File: src/rtl/spi_flash_scheduler.sv
// Shares the byte-level SPI flash engine between the CPU port and the loader.
// Expands each request into READ, or WREN + PAGE PROGRAM + RDSR polling.
module spi_flash_scheduler #(
  parameter int POLL_GAP   = 16,
  parameter int POLL_LIMIT = 4096
) (
  input  logic        clk,
  input  logic        reset,
  input  logic        cpu_req,
  input  logic        cpu_rw,
  input  logic [23:0] cpu_addr,
  input  logic [7:0]  cpu_wdata,
  output logic        cpu_ack,
  output logic [7:0]  cpu_rdata,
  output logic        cpu_err,
  input  logic        ldr_req,
  input  logic        ldr_rw,
  input  logic [23:0] ldr_addr,
  input  logic [7:0]  ldr_wdata,
  output logic        ldr_ack,
  output logic [7:0]  ldr_rdata,
  output logic        ldr_err,
  output logic        eng_start,
  output logic [1:0]  eng_op,
  output logic [7:0]  eng_cmd,
  output logic [23:0] eng_addr,
  output logic [7:0]  eng_wdata,
  input  logic        eng_done,
  input  logic [7:0]  eng_rdata,
  output logic        busy
);

  localparam int PW = $clog2(POLL_LIMIT + 1);
  localparam int GW = (POLL_GAP > 1) ? $clog2(POLL_GAP) : 1;
  localparam logic [PW-1:0] LIMIT_W  = PW'(POLL_LIMIT);
  localparam logic [GW-1:0] GAP_LAST = GW'(POLL_GAP - 1);

  localparam logic [1:0] OP_CMD  = 2'd0;
  localparam logic [1:0] OP_RD   = 2'd1;
  localparam logic [1:0] OP_WR   = 2'd2;
  localparam logic [1:0] OP_STAT = 2'd3;

  localparam logic [7:0] CMD_READ = 8'h03;
  localparam logic [7:0] CMD_WREN = 8'h06;
  localparam logic [7:0] CMD_PP   = 8'h02;
  localparam logic [7:0] CMD_RDSR = 8'h05;

  typedef enum logic [3:0] {
    S_IDLE       = 4'd0,
    S_RD_ISSUE   = 4'd1,
    S_RD_WAIT    = 4'd2,
    S_WREN_ISSUE = 4'd3,
    S_WREN_WAIT  = 4'd4,
    S_PP_ISSUE   = 4'd5,
    S_PP_WAIT    = 4'd6,
    S_POLL_ISSUE = 4'd7,
    S_POLL_WAIT  = 4'd8,
    S_POLL_GAP   = 4'd9,
    S_FINISH     = 4'd10
  } state_t;

  state_t        r_state;
  logic          r_gnt_ldr;
  logic          r_rr_last;
  logic [23:0]   r_addr;
  logic [7:0]    r_wdata;
  logic [PW-1:0] r_poll_cnt;
  logic [GW-1:0] r_gap_cnt;

  logic          w_req_any;
  logic          w_pick_ldr;
  logic          w_sel_rw;
  logic [23:0]   w_sel_addr;
  logic [7:0]    w_sel_wdata;
  logic [PW-1:0] w_poll_next;
  logic          w_poll_more;

  // r_rr_last = 1 means the loader won the last grant, so the CPU wins a tie.
  assign w_req_any   = cpu_req | ldr_req;
  assign w_pick_ldr  = ldr_req & (~cpu_req | ~r_rr_last);
  assign w_sel_rw    = w_pick_ldr ? ldr_rw    : cpu_rw;
  assign w_sel_addr  = w_pick_ldr ? ldr_addr  : cpu_addr;
  assign w_sel_wdata = w_pick_ldr ? ldr_wdata : cpu_wdata;
  assign w_poll_next = r_poll_cnt + PW'(1);
  assign w_poll_more = (w_poll_next < LIMIT_W);

  // Sequencer: arbitration, command expansion, status polling and completion.
  always_ff @(posedge clk or negedge reset) begin
    if (!reset) begin
      r_state    <= S_IDLE;
      r_gnt_ldr  <= 1'b0;
      r_rr_last  <= 1'b1;
      r_addr     <= 24'h000000;
      r_wdata    <= 8'h00;
      r_poll_cnt <= '0;
      r_gap_cnt  <= '0;
      cpu_ack    <= 1'b0;
      cpu_err    <= 1'b0;
      cpu_rdata  <= 8'h00;
      ldr_ack    <= 1'b0;
      ldr_err    <= 1'b0;
      ldr_rdata  <= 8'h00;
      eng_start  <= 1'b0;
      eng_op     <= OP_CMD;
      eng_cmd    <= 8'h00;
      eng_addr   <= 24'h000000;
      eng_wdata  <= 8'h00;
      busy       <= 1'b0;
    end else begin
      eng_start <= 1'b0;
      cpu_ack   <= 1'b0;
      cpu_err   <= 1'b0;
      ldr_ack   <= 1'b0;
      ldr_err   <= 1'b0;
      case (r_state)
        S_IDLE: begin
          if (w_req_any) begin
            r_gnt_ldr <= w_pick_ldr;
            r_rr_last <= w_pick_ldr;
            r_addr    <= w_sel_addr;
            r_wdata   <= w_sel_wdata;
            busy      <= 1'b1;
            eng_start <= 1'b1;
            eng_addr  <= w_sel_addr;
            eng_wdata <= w_sel_wdata;
            if (w_sel_rw) begin
              r_state <= S_RD_ISSUE;
              eng_op  <= OP_RD;
              eng_cmd <= CMD_READ;
            end else begin
              r_state <= S_WREN_ISSUE;
              eng_op  <= OP_CMD;
              eng_cmd <= CMD_WREN;
            end
          end else begin
            r_state <= S_IDLE;
          end
        end
        S_RD_ISSUE: r_state <= S_RD_WAIT;
        S_RD_WAIT: begin
          if (eng_done) begin
            if (r_gnt_ldr) begin
              ldr_rdata <= eng_rdata;
            end else begin
              cpu_rdata <= eng_rdata;
            end
            cpu_ack <= ~r_gnt_ldr;
            ldr_ack <= r_gnt_ldr;
            r_state <= S_FINISH;
          end else begin
            r_state <= S_RD_WAIT;
          end
        end
        S_WREN_ISSUE: r_state <= S_WREN_WAIT;
        S_WREN_WAIT: begin
          if (eng_done) begin
            r_state    <= S_PP_ISSUE;
            r_poll_cnt <= '0;
            eng_start  <= 1'b1;
            eng_op     <= OP_WR;
            eng_cmd    <= CMD_PP;
            eng_addr   <= r_addr;
            eng_wdata  <= r_wdata;
          end else begin
            r_state <= S_WREN_WAIT;
          end
        end
        S_PP_ISSUE: r_state <= S_PP_WAIT;
        S_PP_WAIT: begin
          if (eng_done) begin
            r_state   <= S_POLL_ISSUE;
            eng_start <= 1'b1;
            eng_op    <= OP_STAT;
            eng_cmd   <= CMD_RDSR;
          end else begin
            r_state <= S_PP_WAIT;
          end
        end
        S_POLL_ISSUE: r_state <= S_POLL_WAIT;
        S_POLL_WAIT: begin
          if (eng_done) begin
            r_poll_cnt <= w_poll_next;
            // WIP is status bit 0; give up once the poll budget is spent.
            if (!eng_rdata[0]) begin
              cpu_ack <= ~r_gnt_ldr;
              ldr_ack <= r_gnt_ldr;
              r_state <= S_FINISH;
            end else if (w_poll_more) begin
              r_gap_cnt <= '0;
              r_state   <= S_POLL_GAP;
            end else begin
              cpu_ack <= ~r_gnt_ldr;
              ldr_ack <= r_gnt_ldr;
              cpu_err <= ~r_gnt_ldr;
              ldr_err <= r_gnt_ldr;
              r_state <= S_FINISH;
            end
          end else begin
            r_state <= S_POLL_WAIT;
          end
        end
        S_POLL_GAP: begin
          if (r_gap_cnt == GAP_LAST) begin
            r_state   <= S_POLL_ISSUE;
            eng_start <= 1'b1;
            eng_op    <= OP_STAT;
            eng_cmd   <= CMD_RDSR;
          end else begin
            r_gap_cnt <= r_gap_cnt + GW'(1);
          end
        end
        S_FINISH: begin
          r_state <= S_IDLE;
          busy    <= 1'b0;
        end
        default: begin
          r_state <= S_IDLE;
          busy    <= 1'b0;
        end
      endcase
    end
  end

endmodule

File: config.mk
export PLATFORM = sky130hd
export DESIGN_NAME = spi_flash_scheduler
export DESIGN_NICKNAME = d
export VERILOG_FILES = /design/src/rtl/spi_flash_scheduler.sv
export SDC_FILE = /design/constraint.sdc
export NUM_CORES = 1
export LEC_CHECK = 0
export BUFFER_PORTS_ARGS = -buffer_cell sky130_fd_sc_hd__buf_2
export CAP_MARGIN = 0
export CORE_MARGIN = 2
export CORE_UTILIZATION = 35
export CTS_CLUSTER_DIAMETER = 150
export CTS_CLUSTER_SIZE = 25
export DETAILED_ROUTE_END_ITERATION = 8
export PLACE_DENSITY_LB_ADDON = 0.12
export RECOVER_POWER = 50
export SLEW_MARGIN = 25
export SYNTH_ARGS = -nofsm -noshare
export SYNTH_HDL_FRONTEND = slang
export SYNTH_SLANG_ARGS = --single-unit
File: constraint.sdc
create_clock -name clk -period 2.61 [get_ports clk]
set_input_delay 0 -clock clk [delete_from_list [all_inputs] [get_ports clk]]
set_output_delay 0 -clock clk [all_outputs]
set_load 0.05 [all_outputs]
## After elaboration in Yosys (flattened, before gate mapping)

Index checks and enable logic that the tools add are counted.

- Register bits after elaboration: 119
- Word-level logic and storage cells: 123

- $lt $le $gt $ge: 1
- Add/sub/neg operators: 2
- Eq/ne operators: 18
- Reduce and logical (&&, ||, !) cells: 15
- Mux-type cells: 61
- Bitwise operators: 7

Operator list:

| cell | number |
|---|---|
| two-way mux 24 bit | 3 |
| two-way mux 8 bit | 7 |
| case mux 24 bit (2 select lines) | 1 |
| case mux 4 bit (10 select lines) | 1 |
| two-way mux 4 bit | 8 |
| case mux 8 bit (4 select lines) | 1 |
| two-way mux 13 bit | 2 |
| case mux 13 bit (2 select lines) | 1 |
| two-way mux 1 bit | 22 |
| == test 4 x 3 -> 1 bit, second input constant | 4 |
| inequality test 2 bit, second input constant | 8 |
| case mux 8 bit (2 select lines) | 1 |
| two-way mux 2 bit | 7 |
| adder 13 x 1 -> 13 bit, second input constant | 1 |
| less-than comparator 13 bit, second input constant | 1 |
| == test 4 bit, second input constant | 3 |
| AND reduction 3 bit | 4 |
| AND reduction 5 bit | 2 |
| OR reduction 9 bit | 1 |
| == test 4 x 2 -> 1 bit, second input constant | 2 |
| case mux 2 bit (4 select lines) | 1 |
| case mux 4 bit (2 select lines) | 1 |
| case mux 1 bit (2 select lines) | 3 |
| nonzero test 2 bit | 3 |
| other kinds (11) | 16 |

## Depth between registers and ports, before layout

- Word-level depth: 7
- Mapped depth: 7
- Depth with buffers taken out: 5

## Worst setup path after synthesis

Ideal clock, no wire load.

- Path kind: register -> register
- From: register r_state[3]
- To: register r_poll_cnt[11]
- Cell stages (with the launch flop): 8
- Setup slack: 0.661 ns
- Arrival: 1.824 ns
- Required time: 2.485 ns
- Clock period less this slack: 1.949 ns
- Path through: dfrtp_1 > clkbuf_1 > or4b_2 > buf_2 > nor2_1 > buf_2 > nor2b_1 > mux2_2

- Word-level cells in the longest chain between the ends: 3
- Elaborated cells on any way between the ends: 7
- Those cells by class: eq/ne: 4; mux: 1; reduce/logical: 2

RTL lines:

| what | RTL line | RTL |
|---|---|---|
| from (decl) | 62 | `state_t r_state;` |
| from (signal assigned) | 90 | `r_state <= S_IDLE;` |
| from (signal assigned) | 127 | `r_state <= S_RD_ISSUE;` |
| from (signal assigned) | 131 | `r_state <= S_WREN_ISSUE;` |
| == test 4 x 3 -> 1 bit / == test 4 bit (equally long branches) | 115 | `case (r_state)` |
| inequality test 2 bit (no source line) / nonzero test 2 bit (equally long branches) | n/a |  |
| AND reduction 3 bit (no source line) | n/a |  |
| to (signal assigned) | 182 | `r_poll_cnt <= w_poll_next;` |
| to (decl) | 67 | `logic [PW-1:0] r_poll_cnt;` |

Parallel ways exist; a longest one is shown, timed or not.
A chain may end at the register's enable or synchronous reset.

## Worst setup path in the final report

- From: register r_state[1]
- To: register eng_addr[8]

- Word-level cells in the longest chain between the ends: 3
- Elaborated cells on any way between the ends: 7
- Those cells by class: eq/ne: 3; mux: 1; reduce/logical: 3

RTL lines:

| what | RTL line | RTL |
|---|---|---|
| == test 4 x 3 -> 1 bit / zero test 4 bit (equally long branches) | 115 |  |
| inequality test 2 bit (no source line) / nonzero test 2 bit (equally long branches) | n/a |  |
| AND reduction 3 bit (no source line) | n/a |  |
| to (signal assigned) | 124 | `eng_addr <= w_sel_addr;` |
| to (signal assigned) | 162 | `eng_addr <= r_addr;` |
| to (decl) | 26 | `output logic [23:0] eng_addr,` |

Parallel ways exist; a longest one is shown, timed or not.

==> results_dict.tcl <==
set metrics [dict create \
    synth_area_per_cell_um2 10.55 \
    hp-class "in2reg" \
    cts_sinks 113 \
    p_leak_nw 3.733 \
    grt_start_max_net_pins 68 \
    tns_ns 0 \
    synthArstFlopShare_pct 100.0 \
    utilization_pct 50.22 \
    clock.fmax_ghz 0.4440 \
    rows 45 \
    antenna_left 0 \
    syn_inst 505 \
    wl_met1_um 6333 \
    initial_core_util_pct 35.43 \
    grtUsageTotal_pct 17.96 \
    cts_root_buf "clkbuf_16" \
    post_cts_buffers 0 \
    yosysWarnings 0 \
    cp-start-kind "register" \
    highest_layer "met4" \
    period_share_pct 86.30 \
    area_delta_synth_final_pct 41.74 \
    yosysUniqueCellTypes 54 \
    mostFrequentLayoutCells "112 x dfrtp_1, 107 x buf_2, 73 x dlygate4sd3_1" \
    antenna_found_initial 1 \
    worst_slack_ns 0.3575 \
    crit_path_top_delay_cell "dfrtp_1" \
    final_nets 790 \
    dp.cells 805 \
    skew_ns 0.008934 \
    dpl_worst_slack_ns 0.3916 \
    fillers 1401 \
    coreArea_um2 15030 \
    totalWireLength_um 13860 \
    cp_slowest_stage_delay_ns 0.52 \
    cp-end-kind "register" \
    routedWlPerCell_um 15.23 \
    grt_setup_unrepaired "no" \
    cp.arrival_ns 2.60 \
    cts_tree "yes" \
    synth_flop_cell "dfrtp_1" \
    die_x_um 127.4 \
    hpwl_um 8785 \
    crit_required_ns 2.96 \
    hold_viol_final 0 \
    firstDrtPassIters 4 \
    wl_met2_um 6783 \
    fin_cells 910 \
    h-tree-depth 4 \
    regArea_um2 2829 \
    min_period_ns 2.252 \
    crit_fanout 67 \
    ir_worst_vdd_uv 636.0 \
    cts-buffers-inserted 17 \
    max_slew_margin_pct 0.3240 \
    drv_cap 0 \
    critPathTopFamily "compound AO/OA/AOI/OAI gates" \
    vias 4571 \
    synth_edf_count 0 \
    overflow 0 \
    synth_seq_cells 113 \
    port_buffers 137 \
    syn_area_um2 5326 \
    crit_chain "or2_2 -> a2111o_2 -> buf_4 -> a221oi_1 -> a21o_1" \
    fp.dieH_um 127.4 \
    clk_latency_ns 0.41 \
    gp_congestion 0.8064 \
    drive_above_1_share_pct 24.13 \
    maxSlewViolCount 0 \
    status "finished, final reports clean" \
    die-area_um2 16220 \
    ioPinCount 143 \
    cp_num_buf_inv 1 \
    drt_iter0_drc 179 \
    drcViolationCount 0 \
    grt_pass1_wl_um 23120 \
    setup_viol 0 \
    cts_buffer_depth 2 \
    crit_type "reg2reg" \
    worst_slew_pin_slew_ns 1.495 \
    cts.reportedPaths.clkPinSlew_ns 0.05 \
    multi_input_area_um2 2201 \
    first_global_vias 4722 \
    final_common_cell "dfrtp_1" \
    dr_wl_met3_um 642 \
    via_per_inst 5.023 \
    finalPower_mw 10.02 \
    yosysSeqAreaShare_pct 53.11 \
    powerDensity_nw_per_um2 1327 \
]
## power by group
group          switching, mW  leakage, nW  total [mW]  internal (mW)
clock                  0.787        0.317        2.52           1.74
sequential             0.504         1.42        3.06           2.55
combinational           3.04         2.00        4.44           1.39
total                   4.33         3.73        10.0           5.69
## routing by layer
layer	up-vias	global-route usage (%)
met3	7	4.606
met5	-	0
met1	2246	23.07
li1	2209	-
met4	0	5.236
met2	109	30.07
## timing repair
action,in CTS,in global routing
gates resized for setup,0,0
hold buffers,73,0
endpoints found under the hold margin,163,0
## per-stage QoR
step / cell area [um2] / hold WS, ns
2_1_floorplan: 5341 / -0.2956
3_3_place_gp: 6216 / -0.06746
3_5_place_dp: 6216 / -0.06251
4_1_cts: 7590 / 0.05512
5_1_grt: 7550 / 0.1090
6_report: 7550 / 0.07870
## Yosys cell counts, types with 3 or more instances
cell / number / area share (%)
buf_2: 7 / 0.66
nand3_1: 9 / 0.85
buf_4: 6 / 0.85
nor3_1: 4 / 0.38
a21o_1: 35 / 4.9
nand2_1: 50 / 3.5
or2_2: 4 / 0.47
xnor2_1: 6 / 0.99
mux2i_1: 34 / 6.4
nor4_1: 4 / 0.47
xor2_1: 4 / 0.66
o221ai_1: 3 / 0.49
a21oi_1: 7 / 0.66
a221oi_1: 33 / 5.4
nand2b_1: 3 / 0.35
nand4_1: 4 / 0.47
nor2b_1: 4 / 0.47
mux2_2: 16 / 3.4
inv_1: 38 / 2.7
nor2_1: 18 / 1.3
dfrtp_1: 112 / 53
o21ai_0: 39 / 3.7
clkbuf_1: 26 / 1.8
## final timing paths
kind / from / endpoint / cells past startpoint / slack (ns)
worst max-delay path: r_state[1] / eng_addr[8] / 5 / 0.36
worst min register to register: eng_addr[9] / eng_addr[9] / 1 / 0.47
min in group asynchronous: reset / r_gnt_ldr / 2 / 0.49
worst min-delay path: eng_done / r_poll_cnt[10] / 4 / 0.08
max in group asynchronous: reset / eng_addr[6] / 3 / 0.61
worst max register to register: r_state[1] / eng_addr[8] / 5 / 0.36
## state kept, by name (all words and copies together), names as in the netlist, 2 cells and up
name / cells
eng_cmd: 2
r_poll_cnt: 13
cpu_rdata: 8
r_gap_cnt: 4
r_addr: 24
ldr_rdata: 8
eng_op: 2
eng_addr: 24
r_wdata: 8
eng_wdata: 8
r_state: 4
## final cells by class
cell class / instances / share of cell area (%)
clock inverters: 10 / 2.420
well taps: 188 / 3.116
repair buffers: 221 / 19.82
multi-input cells: 318 / 29.15
diodes: 1 / 0.03315
clock buffers: 21 / 6.099
inverters: 38 / 1.889
flip-flops and latches: 113 / 37.47
## tightest hold or removal path, cell delays in order
cell	delay, ns
buf_2	0.13
inv_1	0.12
o221ai_1	0.14
nand2_1	0.06
## cell families after synthesis
kind of cell | Yosys count | share of synthesized area [%]
compound gates | 138 | 18.46
xor+xnor | 10 | 1.644
fa+ha+maj | 2 | 0.4697
buf+inv | 78 | 6.084
flops | 113 | 53.11
mux | 50 | 9.772
other cells | 1 | 0.07040
simple gates | 113 | 10.38
(Power assumes the default switching activity.)
